==> src/rtl/traffic_light_ctrl.sv <==
// -----------------------------------------------------------------------------
// traffic_light_ctrl
//
// Phase sequencer for a single main/side intersection with a pedestrian
// crossing. A free-running prescaler produces one tick every TICK_DIV clocks.
// An 8-bit tick counter measures how long the current phase has lasted.
// Both counters restart whenever a new phase is entered. A phase of N ticks
// therefore lasts exactly N*TICK_DIV clocks.
//
// A rising edge on the debounced, level-held pedestrian button latches a walk
// request. The request is served by a WALK phase that is inserted between the
// main-road clearance and the side-road green.
//
// Optional feature (compile-time macro TLC_WALK_FLASH_EN):
//   defined   - during the last FLASH_TICKS ticks of WALK the walk light
//               blinks once per tick. It is on for the first TICK_DIV/2 clocks
//               of each tick and off for the rest.
//   undefined - the walk light is solid for the whole WALK phase and
//               FLASH_TICKS has no effect.
//
// Ports:
//   clk        in   system clock
//   rst        in   asynchronous, active-high reset
//   walk_req   in   debounced pedestrian button, level (high while held)
//   sensor     in   side-street car present, level
//   main_light out  {R,Y,G} one-hot, main road
//   side_light out  {R,Y,G} one-hot, side road
//   walk_light out  walk signal
//   walk_ack   out  one-cycle pulse when a new walk request is latched
//   state_o    out  current state encoding (debug)
// -----------------------------------------------------------------------------
module traffic_light_ctrl #(
  parameter logic [15:0] TICK_DIV     = 16'd50000,
  parameter logic [7:0]  GREEN_TICKS  = 8'd10,
  parameter logic [7:0]  YELLOW_TICKS = 8'd3,
  parameter logic [7:0]  ALLRED_TICKS = 8'd1,
  parameter logic [7:0]  SIDE_TICKS   = 8'd6,
  parameter logic [7:0]  WALK_TICKS   = 8'd5,
  parameter logic [7:0]  FLASH_TICKS  = 8'd2
) (
  input  logic       clk,
  input  logic       rst,
  input  logic       walk_req,
  input  logic       sensor,
  output logic [2:0] main_light,
  output logic [2:0] side_light,
  output logic       walk_light,
  output logic       walk_ack,
  output logic [2:0] state_o
);

  // Light codes, {R,Y,G}.
  localparam logic [2:0] LIGHT_RED    = 3'b100;
  localparam logic [2:0] LIGHT_YELLOW = 3'b010;
  localparam logic [2:0] LIGHT_GREEN  = 3'b001;

  typedef enum logic [2:0] {
    MAIN_GREEN  = 3'd0,
    MAIN_YELLOW = 3'd1,
    ALL_RED_A   = 3'd2,
    WALK        = 3'd3,
    SIDE_GREEN  = 3'd4,
    SIDE_YELLOW = 3'd5,
    ALL_RED_B   = 3'd6
  } state_t;

  // ---------------------------------------------------------------------------
  // Registered state
  // ---------------------------------------------------------------------------
  state_t      state_q;
  state_t      state_d;
  logic [15:0] presc_q;
  logic [15:0] presc_d;
  logic [7:0]  tick_cnt_q;
  logic [7:0]  tick_cnt_d;
  logic        walk_req_q;
  logic        walk_pending_q;
  logic        walk_pending_d;
  logic        walk_ack_d;
  logic [2:0]  main_light_d;
  logic [2:0]  side_light_d;
  logic        walk_light_d;

  // ---------------------------------------------------------------------------
  // Timing helpers
  // ---------------------------------------------------------------------------
  logic tick;
  logic green_done;
  logic state_change;
  logic entering_walk;
  logic walk_edge;

  assign tick = (presc_q == TICK_DIV - 16'd1);

  // The main-green counter saturates at GREEN_TICKS. Once it gets there the
  // minimum green has elapsed and the phase may end on any cycle, not only on
  // a tick. This makes a car or a request that arrives late get served at once.
  assign green_done = (tick_cnt_q == GREEN_TICKS) ||
                      (tick && (tick_cnt_q == GREEN_TICKS - 8'd1));

  assign walk_edge = walk_req && !walk_req_q;

  // ---------------------------------------------------------------------------
  // Next-state logic
  // ---------------------------------------------------------------------------
  // NOTE: every signal assigned in an always_comb block gets a default value on
  // its first line. Otherwise a path that does not assign it infers a latch.
  always_comb begin
    state_d = state_q;
    unique case (state_q)
      MAIN_GREEN: begin
        if (green_done && (sensor || walk_pending_q)) state_d = MAIN_YELLOW;
      end
      MAIN_YELLOW: begin
        if (tick && (tick_cnt_q == YELLOW_TICKS - 8'd1)) state_d = ALL_RED_A;
      end
      ALL_RED_A: begin
        if (tick && (tick_cnt_q == ALLRED_TICKS - 8'd1))
          state_d = walk_pending_q ? WALK : SIDE_GREEN;
      end
      WALK: begin
        if (tick && (tick_cnt_q == WALK_TICKS - 8'd1))
          state_d = sensor ? SIDE_GREEN : ALL_RED_B;
      end
      SIDE_GREEN: begin
        if (tick && (tick_cnt_q == SIDE_TICKS - 8'd1)) state_d = SIDE_YELLOW;
      end
      SIDE_YELLOW: begin
        if (tick && (tick_cnt_q == YELLOW_TICKS - 8'd1)) state_d = ALL_RED_B;
      end
      ALL_RED_B: begin
        if (tick && (tick_cnt_q == ALLRED_TICKS - 8'd1)) state_d = MAIN_GREEN;
      end
      // The unused encoding 7 goes to a safe all-red clearance state.
      default: state_d = ALL_RED_B;
    endcase
  end

  assign state_change  = (state_d != state_q);
  assign entering_walk = (state_d == WALK) && (state_q != WALK);

  // ---------------------------------------------------------------------------
  // Prescaler and tick counter; both restart on phase entry
  // ---------------------------------------------------------------------------
  always_comb begin
    presc_d    = presc_q + 16'd1;
    tick_cnt_d = tick_cnt_q;
    if (state_change) begin
      presc_d    = '0;
      tick_cnt_d = '0;
    end else if (tick) begin
      presc_d = '0;
      // Only main green can stay past its terminal tick. Its counter holds at
      // GREEN_TICKS so it does not wrap back into the minimum-green window.
      if (!((state_q == MAIN_GREEN) && (tick_cnt_q == GREEN_TICKS)))
        tick_cnt_d = tick_cnt_q + 8'd1;
    end
  end

  // ---------------------------------------------------------------------------
  // Walk request latch
  // ---------------------------------------------------------------------------
  // Clearing on entry to WALK takes priority over a simultaneous edge, so that
  // edge is dropped without an ack. Edges during WALK are ignored.
  always_comb begin
    walk_pending_d = walk_pending_q;
    walk_ack_d     = 1'b0;
    if (entering_walk) begin
      walk_pending_d = 1'b0;
    end else if (walk_edge && (state_q != WALK)) begin
      walk_pending_d = 1'b1;
      walk_ack_d     = !walk_pending_q;
    end
  end

  // ---------------------------------------------------------------------------
  // Light decode from the next state
  // ---------------------------------------------------------------------------
  // The decode uses the next state, so the registered lights change in the
  // same cycle as state_o. Any encoding outside the table shows all red.
  always_comb begin
    main_light_d = LIGHT_RED;
    side_light_d = LIGHT_RED;
    walk_light_d = 1'b0;
    case (state_d)
      MAIN_GREEN:  main_light_d = LIGHT_GREEN;
      MAIN_YELLOW: main_light_d = LIGHT_YELLOW;
      SIDE_GREEN:  side_light_d = LIGHT_GREEN;
      SIDE_YELLOW: side_light_d = LIGHT_YELLOW;
      WALK: begin
`ifdef TLC_WALK_FLASH_EN
        // The counter values used here are the ones the registered light
        // will be displayed with. Inside the flash window the light is on for
        // the first half of each tick.
        if (tick_cnt_d >= (WALK_TICKS - FLASH_TICKS))
          walk_light_d = (presc_d < (TICK_DIV >> 1));
        else
          walk_light_d = 1'b1;
`else
        walk_light_d = 1'b1;
`endif
      end
      default: begin
        main_light_d = LIGHT_RED;
        side_light_d = LIGHT_RED;
      end
    endcase
  end

  // ---------------------------------------------------------------------------
  // Registers
  // ---------------------------------------------------------------------------
  // NOTE: sequential state is updated only with non-blocking assignments, so
  // every register samples the values from before this edge, whatever order
  // the statements are written in.
  always_ff @(posedge clk or posedge rst) begin
    if (rst) begin
      state_q        <= MAIN_GREEN;
      presc_q        <= '0;
      tick_cnt_q     <= '0;
      walk_req_q     <= 1'b0;
      walk_pending_q <= 1'b0;
      walk_ack       <= 1'b0;
      main_light     <= LIGHT_GREEN;
      side_light     <= LIGHT_RED;
      walk_light     <= 1'b0;
    end else begin
      state_q        <= state_d;
      presc_q        <= presc_d;
      tick_cnt_q     <= tick_cnt_d;
      walk_req_q     <= walk_req;
      walk_pending_q <= walk_pending_d;
      walk_ack       <= walk_ack_d;
      main_light     <= main_light_d;
      side_light     <= side_light_d;
      walk_light     <= walk_light_d;
    end
  end

  assign state_o = state_q;

endmodule

==> config.mk <==
export PLATFORM = sky130hd
export DESIGN_NAME = traffic_light_ctrl
export DESIGN_NICKNAME = d
export VERILOG_FILES = /design/src/rtl/traffic_light_ctrl.sv
export SDC_FILE = /design/constraint.sdc
export NUM_CORES = 1
export LEC_CHECK = 0
export ABC_AREA = 1
export CORE_MARGIN = 2
export CORE_UTILIZATION = 46
export CTS_CLUSTER_DIAMETER = 100
export DETAILED_ROUTE_END_ITERATION = 8
export HOLD_SLACK_MARGIN = 0.06
export PLACE_DENSITY = 0.62
export RECOVER_POWER = 100
export SLEW_MARGIN = 10
export SYNTH_ARGS = -nofsm -noshare
export SYNTH_HDL_FRONTEND = slang
export SYNTH_SLANG_ARGS = --single-unit
==> constraint.sdc <==
create_clock -name clk -period 3.3 [get_ports clk]
set_input_delay 0.33 -clock clk [delete_from_list [all_inputs] [get_ports clk]]
set_output_delay 0.33 -clock clk [all_outputs]
set_load 0.1 [all_outputs]
==> qor.json <==
{
  "combinational_family_with_the_most_area_after_synthesis": {"value": "simple AND/OR/NAND/NOR gates"},
  "clkTransAtPathRegs": {"value": 0.07, "unit": "ns"},
  "detail_routed_via_count_per_cell": {"value": 4.93},
  "grt-ovfl-total": {"value": 0},
  "tritoncts.num_buffers": {"value": 5},
  "worst_hold_slack": {"value": 0.500, "unit": "ns"},
  "cp_top_family": {"value": "buffers and inverters"},
  "synthesis.area": {"value": 0.00222, "unit": "mm2"},
  "finalPower": {"value": 818, "unit": "uW"},
  "layout-drive-gt1-share": {"value": 15.4, "unit": "%"},
  "final-seq-area": {"value": 928, "unit": "um2"},
  "gr-max-usage-layer": {"value": "met2"},
  "ys.warnings.count": {"value": 0},
  "dpl-instance-area": {"value": 0.00240, "unit": "mm2"},
  "timing.critical_path.from_type": {"value": "flop"},
  "final_nets": {"value": 293},
  "critPathMaxStageDelay": {"value": 1.25, "unit": "ns"},
  "timing.critical_path.required": {"value": 2.97, "unit": "ns"},
  "vdd_drop_max": {"value": 0.220, "unit": "mV"},
  "slew_headroom": {"value": -30.8, "unit": "%"},
  "cts_resized": {"value": 0},
  "finalMaxSlewViolations": {"value": 38},
  "synth_seq_area_share": {"value": 41.8, "unit": "%"},
  "finish.instance_area": {"value": 0.00244, "unit": "mm2"},
  "fp.dieW": {"value": 73.5, "unit": "um"},
  "final_critical_path_setup_slack": {"value": 0.937, "unit": "ns"},
  "synthXorXnorAreaFrac": {"value": 4.74, "unit": "%"},
  "number_of_sinks_on_the_clock_net": {"value": 37},
  "global_route.usage.met2": {"value": 26.7, "unit": "%"},
  "global_routing_met3_resource_utilization": {"value": 4.39, "unit": "%"},
  "reg2regPathDepth": {"value": 13},
  "ant_nets": {"value": 0},
  "cts_setup_buffers": {"value": 0},
  "dominantRegCellSynth": {"value": "sky130_fd_sc_hd__dfrtp_1"},
  "whs_path_depth": {"value": 1},
  "vias": {"value": 1671},
  "post_layout_nonfiller_instances": {"value": 339},
  "number_of_enable_type_register_cells_in_the_synthesized_netlist": {"value": 0},
  "die-area": {"value": 0.00540, "unit": "mm2"},
  "failed_checks": {"value": "capacitance limit, slew limit"},
  "ys_async_sr_fraction": {"value": 100, "unit": "%"},
  "finalHoldViolations": {"value": 0},
  "first_global_vias": {"value": 1555},
  "cpMaxStageDelayCell": {"value": "sky130_fd_sc_hd__dlygate4sd3_1"},
  "clockRootBuffer": {"value": "sky130_fd_sc_hd__clkbuf_8"},
  "die_height": {"value": 73.5, "unit": "um"},
  "drc": {"value": 0},
  "postSynthNetCount": {"value": 273},
  "classification_of_the_worst_slack_hold_path": {"value": "flop to flop"},
  "nFillCells": {"value": 466},
  "post-place-cells": {"value": 331},
  "worstPathMaxFanout": {"value": 8},
  "postCtsHoldBufs": {"value": 0},
  "synth_simple_gate_area_share": {"value": 41.1, "unit": "%"},
  "muxShareOfSynthArea": {"value": 0, "unit": "%"},
  "gp_congestion": {"value": 0.821},
  "postSynthAreaPerCell": {"value": 8.41, "unit": "um2"},
  "core-area": {"value": 0.00469, "unit": "mm2"},
  "max_freq": {"value": 423, "unit": "MHz"},
  "static_leakage": {"value": 1.07, "unit": "nW"},
  "cp_num_cells": {"value": 1},
  "grt_start_max_net_pins": {"value": 38},
  "synthDominantAreaCellType": {"value": "sky130_fd_sc_hd__dfrtp_1"},
  "cts.path.max_buffers": {"value": 2},
  "start_util": {"value": 47.3, "unit": "%"},
  "path_buf_inv": {"value": 1},
  "post_synth_fa_ha_maj_area_fraction": {"value": 2.82, "unit": "%"},
  "finalSetupViolations": {"value": 0},
  "post_synth_main_area_contributors": {"value": "sky130_fd_sc_hd__dfrtp_1 (39%), sky130_fd_sc_hd__nor2_4 (7.6%), sky130_fd_sc_hd__nand2_1 (7.4%)"},
  "yosysUniqueCellTypes": {"value": 29},
  "hpwl": {"value": 3.03, "unit": "mm"},
  "worstPathCellList": {"value": "dlygate4sd3_1"},
  "antenna_found_initial": {"value": 0},
  "pre_cts_worst_setup_slack": {"value": 1.01, "unit": "ns"},
  "insertedDiodeCount": {"value": 0},
  "i_o_pins": {"value": 15},
  "routed_wirelength": {"value": 4.13, "unit": "mm"},
  "critPathCaptureType": {"value": "primary output"},
  "synth_largest_type_area_fraction": {"value": 39.5, "unit": "%"},
  "setup_repair_after_global_routing_missed_its_margin": {"value": "no"},
  "areaGrowthSynthToFinish": {"value": 9.86, "unit": "%"},
  "clk_latency": {"value": 0.29, "unit": "ns"},
  "clock_tree.htree_level_count": {"value": 2},
  "power_density": {"value": 335, "unit": "mW/mm2"},
  "timing_worst_setup_path_type": {"value": "flop to primary output"},
  "post_synth_most_frequent_cells": {"value": "sky130_fd_sc_hd__nand2_1 (44), sky130_fd_sc_hd__dfrtp_1 (35), sky130_fd_sc_hd__nor2_1 (35)"},
  "clock_skew": {"value": 0.00954, "unit": "ns"},
  "fraction_of_the_core_area_covered_by_cells_at_the_end_of_the_flow": {"value": 52.0, "unit": "%"},
  "grt_pass1_wl": {"value": 7.04, "unit": "mm"},
  "max-cap-violations": {"value": 1},
  "final_critical_path_share_of_the_clock_period": {"value": 71.6, "unit": "%"},
  "global_route_total_usage_across_every_layer": {"value": 17.2, "unit": "%"},
  "met1_usage": {"value": 23.1, "unit": "%"},
  "result_of_the_run": {"value": "complete, but fails checks"},
  "total_area_of_multi_input_combinational_cells": {"value": 0.00107, "unit": "mm2"},
  "std_cell_rows": {"value": 25},
  "worstMarginPinSlew": {"value": 1.96, "unit": "ns"},
  "critPathArrivalTime": {"value": 2.03, "unit": "ns"},
  "drt-initial-drc-count": {"value": 62},
  "setup_tns_final": {"value": 0, "unit": "ns"},
  "synth_compound_gate_area_share": {"value": 2.48, "unit": "%"},
  "drt-wirelength-per-cell": {"value": 12.2, "unit": "um"},
  "clock_tree_from_tritoncts": {"value": "built"},
  "yosys.cell_count.top_type": {"value": "sky130_fd_sc_hd__nand2_1"},
  "synth_cells": {"value": 264},
  "port_buffers": {"value": 14},
  "detailedRoute.firstPassIterationCount": {"value": 4},
  "final.min_clock_period": {"value": 2.36, "unit": "ns"},
  "ys_seq_elements": {"value": 37}
}
## cell usage in the layout (no fill, tap or decap), types with 7 or more instances in the layout
| cell | instances |
|---|---|
| sky130_fd_sc_hd__clkbuf_8 | 7 |
| sky130_fd_sc_hd__dfrtp_1 | 35 |
| sky130_fd_sc_hd__dlygate4sd3_1 | 13 |
| sky130_fd_sc_hd__inv_1 | 30 |
| sky130_fd_sc_hd__nand2_1 | 45 |
| sky130_fd_sc_hd__nand3_1 | 21 |
| sky130_fd_sc_hd__nand4_1 | 14 |
| sky130_fd_sc_hd__nor2_1 | 44 |
| sky130_fd_sc_hd__nor2_2 | 8 |
| sky130_fd_sc_hd__nor2_4 | 11 |
| sky130_fd_sc_hd__o21ai_0 | 7 |
| sky130_fd_sc_hd__xor2_1 | 10 |
## power by group
part,switching (mW),total [mW],internal [mW]
registers,0.000131,0.454,0.454
clock network,0.162,0.351,0.189
logic,0.00958,0.0128,0.00321
total,0.172,0.818,0.646
## kinds of logic after synthesis
group / Yosys count
xor gates and xnor gates: 12
AOI/OAI and AO/OA: 10
buffers and inverters: 35
adders and majority gates: 5
and+or+nand+nor: 165
DFF: 37
## cell type report
| class | instances | area share, % |
|---|---|---|
| well taps | 54 | 2.77 |
| multi-input cells | 192 | 44.0 |
| clock inverters | 1 | 0.205 |
| inverters | 33 | 5.08 |
| clock buffers | 7 | 3.95 |
| repair buffers | 15 | 5.90 |
| flip-flops and latches | 37 | 38.1 |
## state kept, by name, summed over array words and instances (netlist names)
signal and cells:
main_light 3, walk_pending_q 1, tick_cnt_q 8, walk_ack 1
state_o 3, presc_q 16, walk_light 1, side_light 3
walk_req_q 1
## per-layer routing
| layer | vias to the layer above | wire length, um |
|---|---|---|
| met5 | - | 0 |
| met4 | 0 | 79 |
| met3 | 8 | 140 |
| met2 | 30 | 1820 |
| met1 | 755 | 2100 |
| li1 | 878 | - |
## final timing paths
path                                       startpoint                   endpoint  slack, ns
setup / recovery                 state_o[0]$_DFF_PP0_                 state_o[0]       0.94
hold / removal             walk_pending_q$_DFFE_PP0P_         walk_ack$_DFF_PP0_       0.50
setup reg to reg            tick_cnt_q[0]$_DFFE_PP0P_  tick_cnt_q[5]$_DFFE_PP0P_       0.98
hold reg to reg            walk_pending_q$_DFFE_PP0P_         walk_ack$_DFF_PP0_       0.50
max in group asynchronous                         rst       walk_light$_DFF_PP0_       0.99
min in group asynchronous                         rst  tick_cnt_q[3]$_DFFE_PP0P_       1.19
Note: power is estimated with default switching activity, not from simulation.
